## src/rtl/line_mem_arbiter_if.sv

```systemverilog
// rtl/line_mem_arbiter_if.sv - bus bundle between line_mem_arbiter and its environment
//
// Purpose: groups the frame/write/read request inputs, the shared SRAM port-A
// address/enable bus and the read-return/status outputs of line_mem_arbiter.
// Modports:
//   slave  - the arbiter side (requests and SRAM read data in, bus and status out)
//   master - the environment side (line writer, gravity reader, SRAM banks)
// Signals:
//   iFVAL, iWR_REQ, iWR_ROW          frame valid and line-write request
//   iRD_REQ, iRD_ADDR                read request (held until granted) and row
//   iMEMOUT_A, iMEMOUT_B             bank A / B port-A read data
//   oMEM_ADDR, oMEM_EN*, oMEM_WE*    shared port-A address and bank strobes
//   oWR_BANK, oRD_BANK               bank being written / holding last frame
//   oRD_GNT, oRD_VALID, oRD_DATA     read issue strobe and registered return
//   oFRAME_AVAIL, oFRAME_DONE        completed frame exists / swap pulse
//   oFRAME_LINES, oDROP              lines in last frame / sticky drop flag

interface line_mem_arbiter_if #(
  parameter int ADDR_WIDTH = 10,
  parameter int DATA_WIDTH = 640
);
  logic                  iFVAL;
  logic                  iWR_REQ;
  logic [ADDR_WIDTH-1:0] iWR_ROW;
  logic                  iRD_REQ;
  logic [ADDR_WIDTH-1:0] iRD_ADDR;
  logic [DATA_WIDTH-1:0] iMEMOUT_A;
  logic [DATA_WIDTH-1:0] iMEMOUT_B;
  logic [ADDR_WIDTH-1:0] oMEM_ADDR;
  logic                  oMEM_ENA;
  logic                  oMEM_ENB;
  logic                  oMEM_WEA;
  logic                  oMEM_WEB;
  logic                  oWR_BANK;
  logic                  oRD_BANK;
  logic                  oRD_GNT;
  logic                  oRD_VALID;
  logic [DATA_WIDTH-1:0] oRD_DATA;
  logic                  oFRAME_AVAIL;
  logic                  oFRAME_DONE;
  logic [ADDR_WIDTH-1:0] oFRAME_LINES;
  logic                  oDROP;

  modport slave (
    input  iFVAL, iWR_REQ, iWR_ROW, iRD_REQ, iRD_ADDR, iMEMOUT_A, iMEMOUT_B,
    output oMEM_ADDR, oMEM_ENA, oMEM_ENB, oMEM_WEA, oMEM_WEB,
    output oWR_BANK, oRD_BANK, oRD_GNT, oRD_VALID, oRD_DATA,
    output oFRAME_AVAIL, oFRAME_DONE, oFRAME_LINES, oDROP
  );

  modport master (
    output iFVAL, iWR_REQ, iWR_ROW, iRD_REQ, iRD_ADDR, iMEMOUT_A, iMEMOUT_B,
    input  oMEM_ADDR, oMEM_ENA, oMEM_ENB, oMEM_WEA, oMEM_WEB,
    input  oWR_BANK, oRD_BANK, oRD_GNT, oRD_VALID, oRD_DATA,
    input  oFRAME_AVAIL, oFRAME_DONE, oFRAME_LINES, oDROP
  );
endinterface

```

## src/rtl/line_mem_arbiter.sv

```systemverilog
// rtl/line_mem_arbiter.sv - ping-pong line memory bank sequencer and port-A arbiter
//
// Purpose: tracks camera frames (IDLE/WRITE/SWAP), selects which of the two
// line-memory banks is written and which holds the last completed frame, and
// multiplexes the single port-A address bus between the line writer (always
// wins) and the gravity reader (granted on free cycles, at most every other
// cycle). Read data is returned from the bank that was current at grant time.
// Ports:
//   CLK    camera clock
//   RST_N  asynchronous active-low reset
//   bus    line_mem_arbiter_if.slave (see the interface file for signal list)

module line_mem_arbiter #(
  parameter int ADDR_WIDTH = 10,
  parameter int DATA_WIDTH = 640,
  parameter int MAX_ROW    = 480,
  parameter int RD_LATENCY = 1
) (
  input  logic                   CLK,
  input  logic                   RST_N,
  line_mem_arbiter_if.slave      bus
);

  localparam logic [ADDR_WIDTH-1:0] MAX_ROW_A = ADDR_WIDTH'(MAX_ROW);

  typedef enum logic [1:0] {IDLE, WRITE, SWAP} state_t;

  state_t                state;
  logic                  fval_q;
  logic [ADDR_WIDTH-1:0] line_cnt;
  logic                  wr_bank;
  logic                  rd_bank;
  logic                  frame_avail;
  logic                  frame_done;
  logic [ADDR_WIDTH-1:0] frame_lines;
  logic                  drop;

  logic [ADDR_WIDTH-1:0] mem_addr;
  logic                  mem_ena;
  logic                  mem_enb;
  logic                  mem_wea;
  logic                  mem_web;
  logic                  rd_valid;
  logic [DATA_WIDTH-1:0] rd_data;

  // vld_sr[0] is the grant strobe itself (address on the bus this cycle);
  // vld_sr[k] marks the read whose data is k cycles further down the SRAM.
  logic [RD_LATENCY:0]   vld_sr;
  logic [RD_LATENCY:0]   tag_sr;

  logic                  fval_rise;
  logic                  wr_ok;
  logic                  gnt_nx;
  logic [ADDR_WIDTH-1:0] cnt_nx;

  assign fval_rise = bus.iFVAL && !fval_q;
  assign wr_ok     = (state == WRITE) && bus.iWR_REQ && (bus.iWR_ROW < MAX_ROW_A);

  // Any write request, even one that ends up dropped, keeps the read off the
  // bus this cycle; the one-cycle gap after a grant lets the reader drop REQ.
  assign gnt_nx    = bus.iRD_REQ && frame_avail && !bus.iWR_REQ && !vld_sr[0];

  // Counter value including a write accepted in this same cycle, so a frame
  // whose last line coincides with the FVAL fall is still counted.
  assign cnt_nx    = (wr_ok && (line_cnt < MAX_ROW_A)) ? line_cnt + ADDR_WIDTH'(1) : line_cnt;

  // Frame sequencer. Bank-swap results become visible in the SWAP cycle itself
  // so that a read granted during SWAP already targets the new read bank; the
  // write bank follows one cycle later from the updated read bank.
  always_ff @(posedge CLK or negedge RST_N) begin
    if (!RST_N) begin
      state       <= IDLE;
      fval_q      <= 1'b0;
      line_cnt    <= '0;
      wr_bank     <= 1'b0;
      rd_bank     <= 1'b1;
      frame_avail <= 1'b0;
      frame_done  <= 1'b0;
      frame_lines <= '0;
      drop        <= 1'b0;
    end else begin
      fval_q     <= bus.iFVAL;
      frame_done <= 1'b0;
      if (bus.iWR_REQ && !wr_ok) begin
        drop <= 1'b1;
      end
      case (state)
        IDLE: begin
          if (fval_rise) begin
            state    <= WRITE;
            line_cnt <= '0;
          end
        end
        WRITE: begin
          line_cnt <= cnt_nx;
          if (!bus.iFVAL) begin
            if (cnt_nx != '0) begin
              state       <= SWAP;
              rd_bank     <= wr_bank;
              frame_lines <= cnt_nx;
              frame_avail <= 1'b1;
              frame_done  <= 1'b1;
            end else begin
              state <= IDLE;
            end
          end
        end
        SWAP: begin
          wr_bank  <= ~rd_bank;
          line_cnt <= '0;
          state    <= bus.iFVAL ? WRITE : IDLE;
        end
        default: begin
          state <= IDLE;
        end
      endcase
    end
  end

  // Port-A bus and read-return pipeline. Write and read strobes are mutually
  // exclusive because a grant requires no write request in the same cycle.
  always_ff @(posedge CLK or negedge RST_N) begin
    if (!RST_N) begin
      mem_addr <= '0;
      mem_ena  <= 1'b0;
      mem_enb  <= 1'b0;
      mem_wea  <= 1'b0;
      mem_web  <= 1'b0;
      vld_sr   <= '0;
      tag_sr   <= '0;
      rd_valid <= 1'b0;
      rd_data  <= '0;
    end else begin
      if (wr_ok) begin
        mem_addr <= bus.iWR_ROW;
      end else if (gnt_nx) begin
        mem_addr <= bus.iRD_ADDR;
      end
      mem_ena <= (wr_ok && !wr_bank) || (gnt_nx && !rd_bank);
      mem_enb <= (wr_ok &&  wr_bank) || (gnt_nx &&  rd_bank);
      mem_wea <= wr_ok && !wr_bank;
      mem_web <= wr_ok &&  wr_bank;

      vld_sr[0] <= gnt_nx;
      tag_sr[0] <= rd_bank;
      for (int i = 1; i <= RD_LATENCY; i++) begin
        vld_sr[i] <= vld_sr[i-1];
        tag_sr[i] <= tag_sr[i-1];
      end

      rd_valid <= vld_sr[RD_LATENCY];
      if (vld_sr[RD_LATENCY]) begin
        rd_data <= tag_sr[RD_LATENCY] ? bus.iMEMOUT_B : bus.iMEMOUT_A;
      end
    end
  end

  assign bus.oMEM_ADDR    = mem_addr;
  assign bus.oMEM_ENA     = mem_ena;
  assign bus.oMEM_ENB     = mem_enb;
  assign bus.oMEM_WEA     = mem_wea;
  assign bus.oMEM_WEB     = mem_web;
  assign bus.oWR_BANK     = wr_bank;
  assign bus.oRD_BANK     = rd_bank;
  assign bus.oRD_GNT      = vld_sr[0];
  assign bus.oRD_VALID    = rd_valid;
  assign bus.oRD_DATA     = rd_data;
  assign bus.oFRAME_AVAIL = frame_avail;
  assign bus.oFRAME_DONE  = frame_done;
  assign bus.oFRAME_LINES = frame_lines;
  assign bus.oDROP        = drop;

endmodule
```

## src/flat_wrapper.sv

```systemverilog
// flat-port wrapper written by rule: the top's interface ports become plain ports
module line_mem_arbiter_flat 
#(
  parameter int ADDR_WIDTH = 10,
  parameter int DATA_WIDTH = 640,
  parameter int MAX_ROW    = 480,
  parameter int RD_LATENCY = 1
)
  (CLK, RST_N, bus_iFVAL, bus_iWR_REQ, bus_iWR_ROW, bus_iRD_REQ, bus_iRD_ADDR, bus_iMEMOUT_A, bus_iMEMOUT_B, bus_oMEM_ADDR, bus_oMEM_ENA, bus_oMEM_ENB, bus_oMEM_WEA, bus_oMEM_WEB, bus_oWR_BANK, bus_oRD_BANK, bus_oRD_GNT, bus_oRD_VALID, bus_oRD_DATA, bus_oFRAME_AVAIL, bus_oFRAME_DONE, bus_oFRAME_LINES, bus_oDROP);
  line_mem_arbiter_if #(.ADDR_WIDTH(ADDR_WIDTH), .DATA_WIDTH(DATA_WIDTH)) bus_i ();
  input  logic CLK;
  input  logic RST_N;
  input wire logic [$bits(bus_i.iFVAL)-1:0] bus_iFVAL;
  input wire logic [$bits(bus_i.iWR_REQ)-1:0] bus_iWR_REQ;
  input wire logic [$bits(bus_i.iWR_ROW)-1:0] bus_iWR_ROW;
  input wire logic [$bits(bus_i.iRD_REQ)-1:0] bus_iRD_REQ;
  input wire logic [$bits(bus_i.iRD_ADDR)-1:0] bus_iRD_ADDR;
  input wire logic [$bits(bus_i.iMEMOUT_A)-1:0] bus_iMEMOUT_A;
  input wire logic [$bits(bus_i.iMEMOUT_B)-1:0] bus_iMEMOUT_B;
  output wire logic [$bits(bus_i.oMEM_ADDR)-1:0] bus_oMEM_ADDR;
  output wire logic [$bits(bus_i.oMEM_ENA)-1:0] bus_oMEM_ENA;
  output wire logic [$bits(bus_i.oMEM_ENB)-1:0] bus_oMEM_ENB;
  output wire logic [$bits(bus_i.oMEM_WEA)-1:0] bus_oMEM_WEA;
  output wire logic [$bits(bus_i.oMEM_WEB)-1:0] bus_oMEM_WEB;
  output wire logic [$bits(bus_i.oWR_BANK)-1:0] bus_oWR_BANK;
  output wire logic [$bits(bus_i.oRD_BANK)-1:0] bus_oRD_BANK;
  output wire logic [$bits(bus_i.oRD_GNT)-1:0] bus_oRD_GNT;
  output wire logic [$bits(bus_i.oRD_VALID)-1:0] bus_oRD_VALID;
  output wire logic [$bits(bus_i.oRD_DATA)-1:0] bus_oRD_DATA;
  output wire logic [$bits(bus_i.oFRAME_AVAIL)-1:0] bus_oFRAME_AVAIL;
  output wire logic [$bits(bus_i.oFRAME_DONE)-1:0] bus_oFRAME_DONE;
  output wire logic [$bits(bus_i.oFRAME_LINES)-1:0] bus_oFRAME_LINES;
  output wire logic [$bits(bus_i.oDROP)-1:0] bus_oDROP;
  assign bus_i.iFVAL = bus_iFVAL;
  assign bus_i.iWR_REQ = bus_iWR_REQ;
  assign bus_i.iWR_ROW = bus_iWR_ROW;
  assign bus_i.iRD_REQ = bus_iRD_REQ;
  assign bus_i.iRD_ADDR = bus_iRD_ADDR;
  assign bus_i.iMEMOUT_A = bus_iMEMOUT_A;
  assign bus_i.iMEMOUT_B = bus_iMEMOUT_B;
  assign bus_oMEM_ADDR = bus_i.oMEM_ADDR;
  assign bus_oMEM_ENA = bus_i.oMEM_ENA;
  assign bus_oMEM_ENB = bus_i.oMEM_ENB;
  assign bus_oMEM_WEA = bus_i.oMEM_WEA;
  assign bus_oMEM_WEB = bus_i.oMEM_WEB;
  assign bus_oWR_BANK = bus_i.oWR_BANK;
  assign bus_oRD_BANK = bus_i.oRD_BANK;
  assign bus_oRD_GNT = bus_i.oRD_GNT;
  assign bus_oRD_VALID = bus_i.oRD_VALID;
  assign bus_oRD_DATA = bus_i.oRD_DATA;
  assign bus_oFRAME_AVAIL = bus_i.oFRAME_AVAIL;
  assign bus_oFRAME_DONE = bus_i.oFRAME_DONE;
  assign bus_oFRAME_LINES = bus_i.oFRAME_LINES;
  assign bus_oDROP = bus_i.oDROP;
  line_mem_arbiter #(.ADDR_WIDTH(ADDR_WIDTH), .DATA_WIDTH(DATA_WIDTH), .MAX_ROW(MAX_ROW), .RD_LATENCY(RD_LATENCY)) u_core (.CLK(CLK), .RST_N(RST_N), .bus(bus_i));
endmodule
```

## config.mk

```make
export PLATFORM = sky130hd
export DESIGN_NAME = line_mem_arbiter_flat
export DESIGN_NICKNAME = d
export VERILOG_FILES = /design/src/rtl/line_mem_arbiter_if.sv /design/src/rtl/line_mem_arbiter.sv /design/src/flat_wrapper.sv
export SDC_FILE = /design/constraint.sdc
export NUM_CORES = 2
export LEC_CHECK = 0
export CAP_MARGIN = 20
export CORE_AREA = 2 2 781 783
export CTS_BUF_LIST = sky130_fd_sc_hd__clkbuf_16
export CTS_CLUSTER_DIAMETER = 40
export DETAILED_ROUTE_END_ITERATION = 8
export DIE_AREA = 0 0 783 785
export PLACE_DENSITY = 0.3
export SYNTH_ARGS = -nofsm -noshare
export SYNTH_HDL_FRONTEND = slang
export SYNTH_SLANG_ARGS = --single-unit
```

## constraint.sdc

```tcl
create_clock -name CLK -period 2.7 [get_ports CLK]
set_input_delay 0.405 -clock CLK [delete_from_list [all_inputs] [get_ports CLK]]
set_output_delay 0.405 -clock CLK [all_outputs]
set_load 0.1 [all_outputs]
```

==> reports/results.tsv <==
stage	metric	value	unit
outcome	outcome	complete, no violations	
global_route	largest net degree at the start of global routing	110	
layout	Layout Area Growth over Synthesis	117	%
clock_network	cts repair resizes	0	
floorplan	Die Width	783	um
pwr	Leak	26.0	nW
timing	period utilization	0.952	
layout	Final #Nets	6424	
clock_network	postcts setup bufs	0	
floorplan	core area	0.605	mm^2
detailed_routing	drt pass-1 iters	7	
setup_path	Max FO, Critical Path	12	
layout	Final Cell Area	0.0673	mm^2
global_route	vias in the first global route	34300	
synth	synth warn	0	
clock_network	clock-pin slew on the worst setup and hold paths	50	ps
timing	TNS Setup	0	ps
synth	synthesis-stage register bit count	687	
floorplan	full die area	0.615	mm^2
timing	Slew HR	0.376	
synth	XOR/XNOR share of the synthesized area	0.00226	
layout	fillers	69600	
clock_network	hold-fix buffer count after cts	14	
timing	Max Slew Vio Count	0	
pwr	Cell Int Power	44.8	mW
floorplan	floorplan row count	286	
synth	post-synthesis simple-gate area fraction	0.0872	
synth	compound-cell area share of the yosys netlist	0.114	
detailed_routing	Post-Route WL	396000	um
clock_network	Clock Root Buffer	clkbuf_16	
timing	min Tclk post-route	2570	ps
synth	ys flop type	dfrtp_1	
place	Post-DP Area	0.0600	mm^2
place	Placement Setup Slack	-347	ps
clock_network	Worst-Skew Late Latency	890	ps
setup_path	WS Path Type	reg -> reg	
global_route	Overflow after GRT	0	
layout	commonest non-fill, non-tap cells in the layout	clkdlybuf4s50_1, buf_4, dfrtp_1, nor2_1, mux2i_1	
clock_network	cts bufs inserted	211	
global_route	gr usage total	0.123	
detailed_routing	Routed Antenna Nets	0	
clock_network	CTS tree	yes	
pwr	Flop pwr share	0.164	
timing	final worst slack	131	ps
timing	RSZ-0062 raised after global routing	false	
worst_hold_path	hold crit path type	in -> reg	
pwr	worst vdd ir	0.000853	V
synth	FFs w/ async S/R, synth	1.00	
setup_path	worst path required time	3430	ps
timing	Worst-Margin Slew	910	ps
layout	share of post-route cells with drive strength above 1	0.224	
detailed_routing	DRC	0	
synth	Syn Inst Count	2960	
timing	setup violators final	0	
synth	Synth Area in Adders	0.000404	
place	global placer's final weighted congestion	0.987	
global_route	first-pass GRT wire length	473000	um
synth	register area share after synthesis	0.555	
synth	synthesized cell area	0.0310	mm^2
place	IO buf count	1975	
synth	Mapped Nets	4266	
pwr	Clock Power Share	0.210	
floorplan	I/O pin count	1976	
global_route	initial antenna violation count	216	
clock_network	Clock Sinks	687	
layout	commonest non-fill, non-tap cell in the layout	clkdlybuf4s50_1	
pwr	Sw Ratio	0.618	
clock_network	H-tree levels	4	
timing	final hold vios	0	
pwr	power share of the combinational group	0.626	
floorplan	Die Y	785	um
synth	largest family of logic cells by synthesized area	multiplexers	
synth	Post-synth EDFFs	0	
setup_path	Critical Path End Type	register	
timing	highest clock rate	0.389	GHz
flow_run	max_cap viols	0	
synth	Avg Inst Size Synth	10.5	um^2
timing	Clock Skews	88.5	ps
synth	Yosys cell types	45	
detailed_routing	vias	33200	
pwr	pwr/cell area	1740	mW/mm^2
clock_network	CTS Buffer Depth	4	
synth	proportion of synthesized area in mux cells	0.213	
setup_path	Setup crit start kind	register	
pwr	sw power	72.5	mW
detailed_routing	routed len/inst	29.5	um
place	DPL Wire Length	355000	um
detailed_routing	drt first-iter violations	2060	
detailed_routing	via-per-instance ratio	2.48	
setup_path	WP data arrival	3300	ps
floorplan	Initial Utilization	0.0512	
cells in the mapped netlist (all sizes together) (2+ instances only):
library cell,number,area (um^2)
xor2,2,17.5
o21bai,2,15.0
a31oi,5,37.5
a21o,2,15.0
mux2i,643,6440
nand2,29,109
nand3,4,32.5
dfrtp,686,17200
o22ai,3,18.8
a32o,2,20.0
clkbuf,149,559
a21oi,641,3210
nand4,5,31.3
xnor2,6,52.6
a211o,2,17.5
o31ai,2,15.0
nor2,648,2430
mux2,11,150
a22oi,9,67.6
inv,9,33.8
buf,73,290
o21ai,9,45.0
and4,2,17.5
metal layers:
| layer | GRT usage | vias to the layer above | wire, um |
|---|---|---|---|
| met5 | 0 | - | 205 |
| met4 | 0.0316 | 30 | 11900 |
| met3 | 0.0686 | 551 | 48800 |
| met2 | 0.203 | 1749 | 184000 |
| met1 | 0.137 | 16000 | 151000 |
| li1 | - | 14900 | - |
power by group through the flow:
stage / combinational [mW] / sequential [mW] / clock, mW
4_1_cts: 75.5 / 19.3 / 25.5
3_3_place_gp: 75.3 / 19.3 / 0
6_report: 73.4 / 19.3 / 24.6
3_5_place_dp: 75.3 / 19.4 / 0
5_1_grt: 76.5 / 19.9 / 26.0
2_1_floorplan: 9.71 / 54.3 / 0
area by class of cell:
cell class	count	area (um^2)	area share
clock inverter	180	1700	0.0252
sequential	687	17200	0.256
inverter	10	37.5	0.000558
timing repair buffer	2167	19900	0.296
antenna	61	153	0.00227
tap	8064	10100	0.150
clock buffer	211	5280	0.0784
multi-input combinational	2041	12900	0.192
registers in the layout, summed over array words and instances, names as in the netlist, 2 cells and up:
signal / count
u_core.bus.oMEM_ADDR: 10
u_core.tag_sr: 2
u_core.vld_sr: 2
u_core.bus.oFRAME_LINES: 10
u_core.bus.oRD_DATA: 640
u_core.line_cnt: 10
u_core.state: 2
cell families after synthesis:
| logic type | after synthesis |
|---|---|
| DFF | 687 |
| muxes | 654 |
| AOI/OAI and AO/OA | 681 |
| adders and majority gates | 1 |
| xor gates and xnor gates | 8 |
| and+or+nand+nor | 697 |
| buffers and inverters | 232 |
worst max-delay path: stages, from the launching register on:
cell and delay [ps]:
dfrtp_1 390, and4bb_2 410, nand3_4 100, or4b_4 500
a221oi_4 340, a31oi_2 160, buf_12 180, mux2_4 300
path summary, 6_finish.rpt:
path	depth (start not counted)	startpoint	slack [ps]	endpoint
max in group asynchronous	3	RST_N	1210	u_core.bus.oRD_DATA[414]
worst min-delay path	3	bus_iMEMOUT_A[109]	150	u_core.bus.oRD_DATA[109]
worst max register to register	7	u_core.state[1]	130	u_core.bus.oFRAME_LINES[4]
min in group asynchronous	3	RST_N	320	u_core.bus.oRD_DATA[266]
worst max-delay path	7	u_core.state[1]	130	u_core.bus.oFRAME_LINES[4]
worst min register to register	0	u_core.tag_sr[0]	340	u_core.tag_sr[1]
stage by stage:
| step | cells | hold WS [ps] | utilization | power (mW) |
|---|---|---|---|---|
| final | 13400 | 146 | 0.111 | 117 |
| after global routing | 13400 | 62.7 | 0.111 | 122 |
| after CTS | 13400 | 0.646 | 0.111 | 120 |
| after detailed placement | 13000 | 330 | 0.0992 | 94.6 |
| after global placement | 13000 | 332 | 0.0992 | 94.6 |
| after floorplan | 2960 | 109 | - | 64.0 |
(Power assumes the default switching activity.)
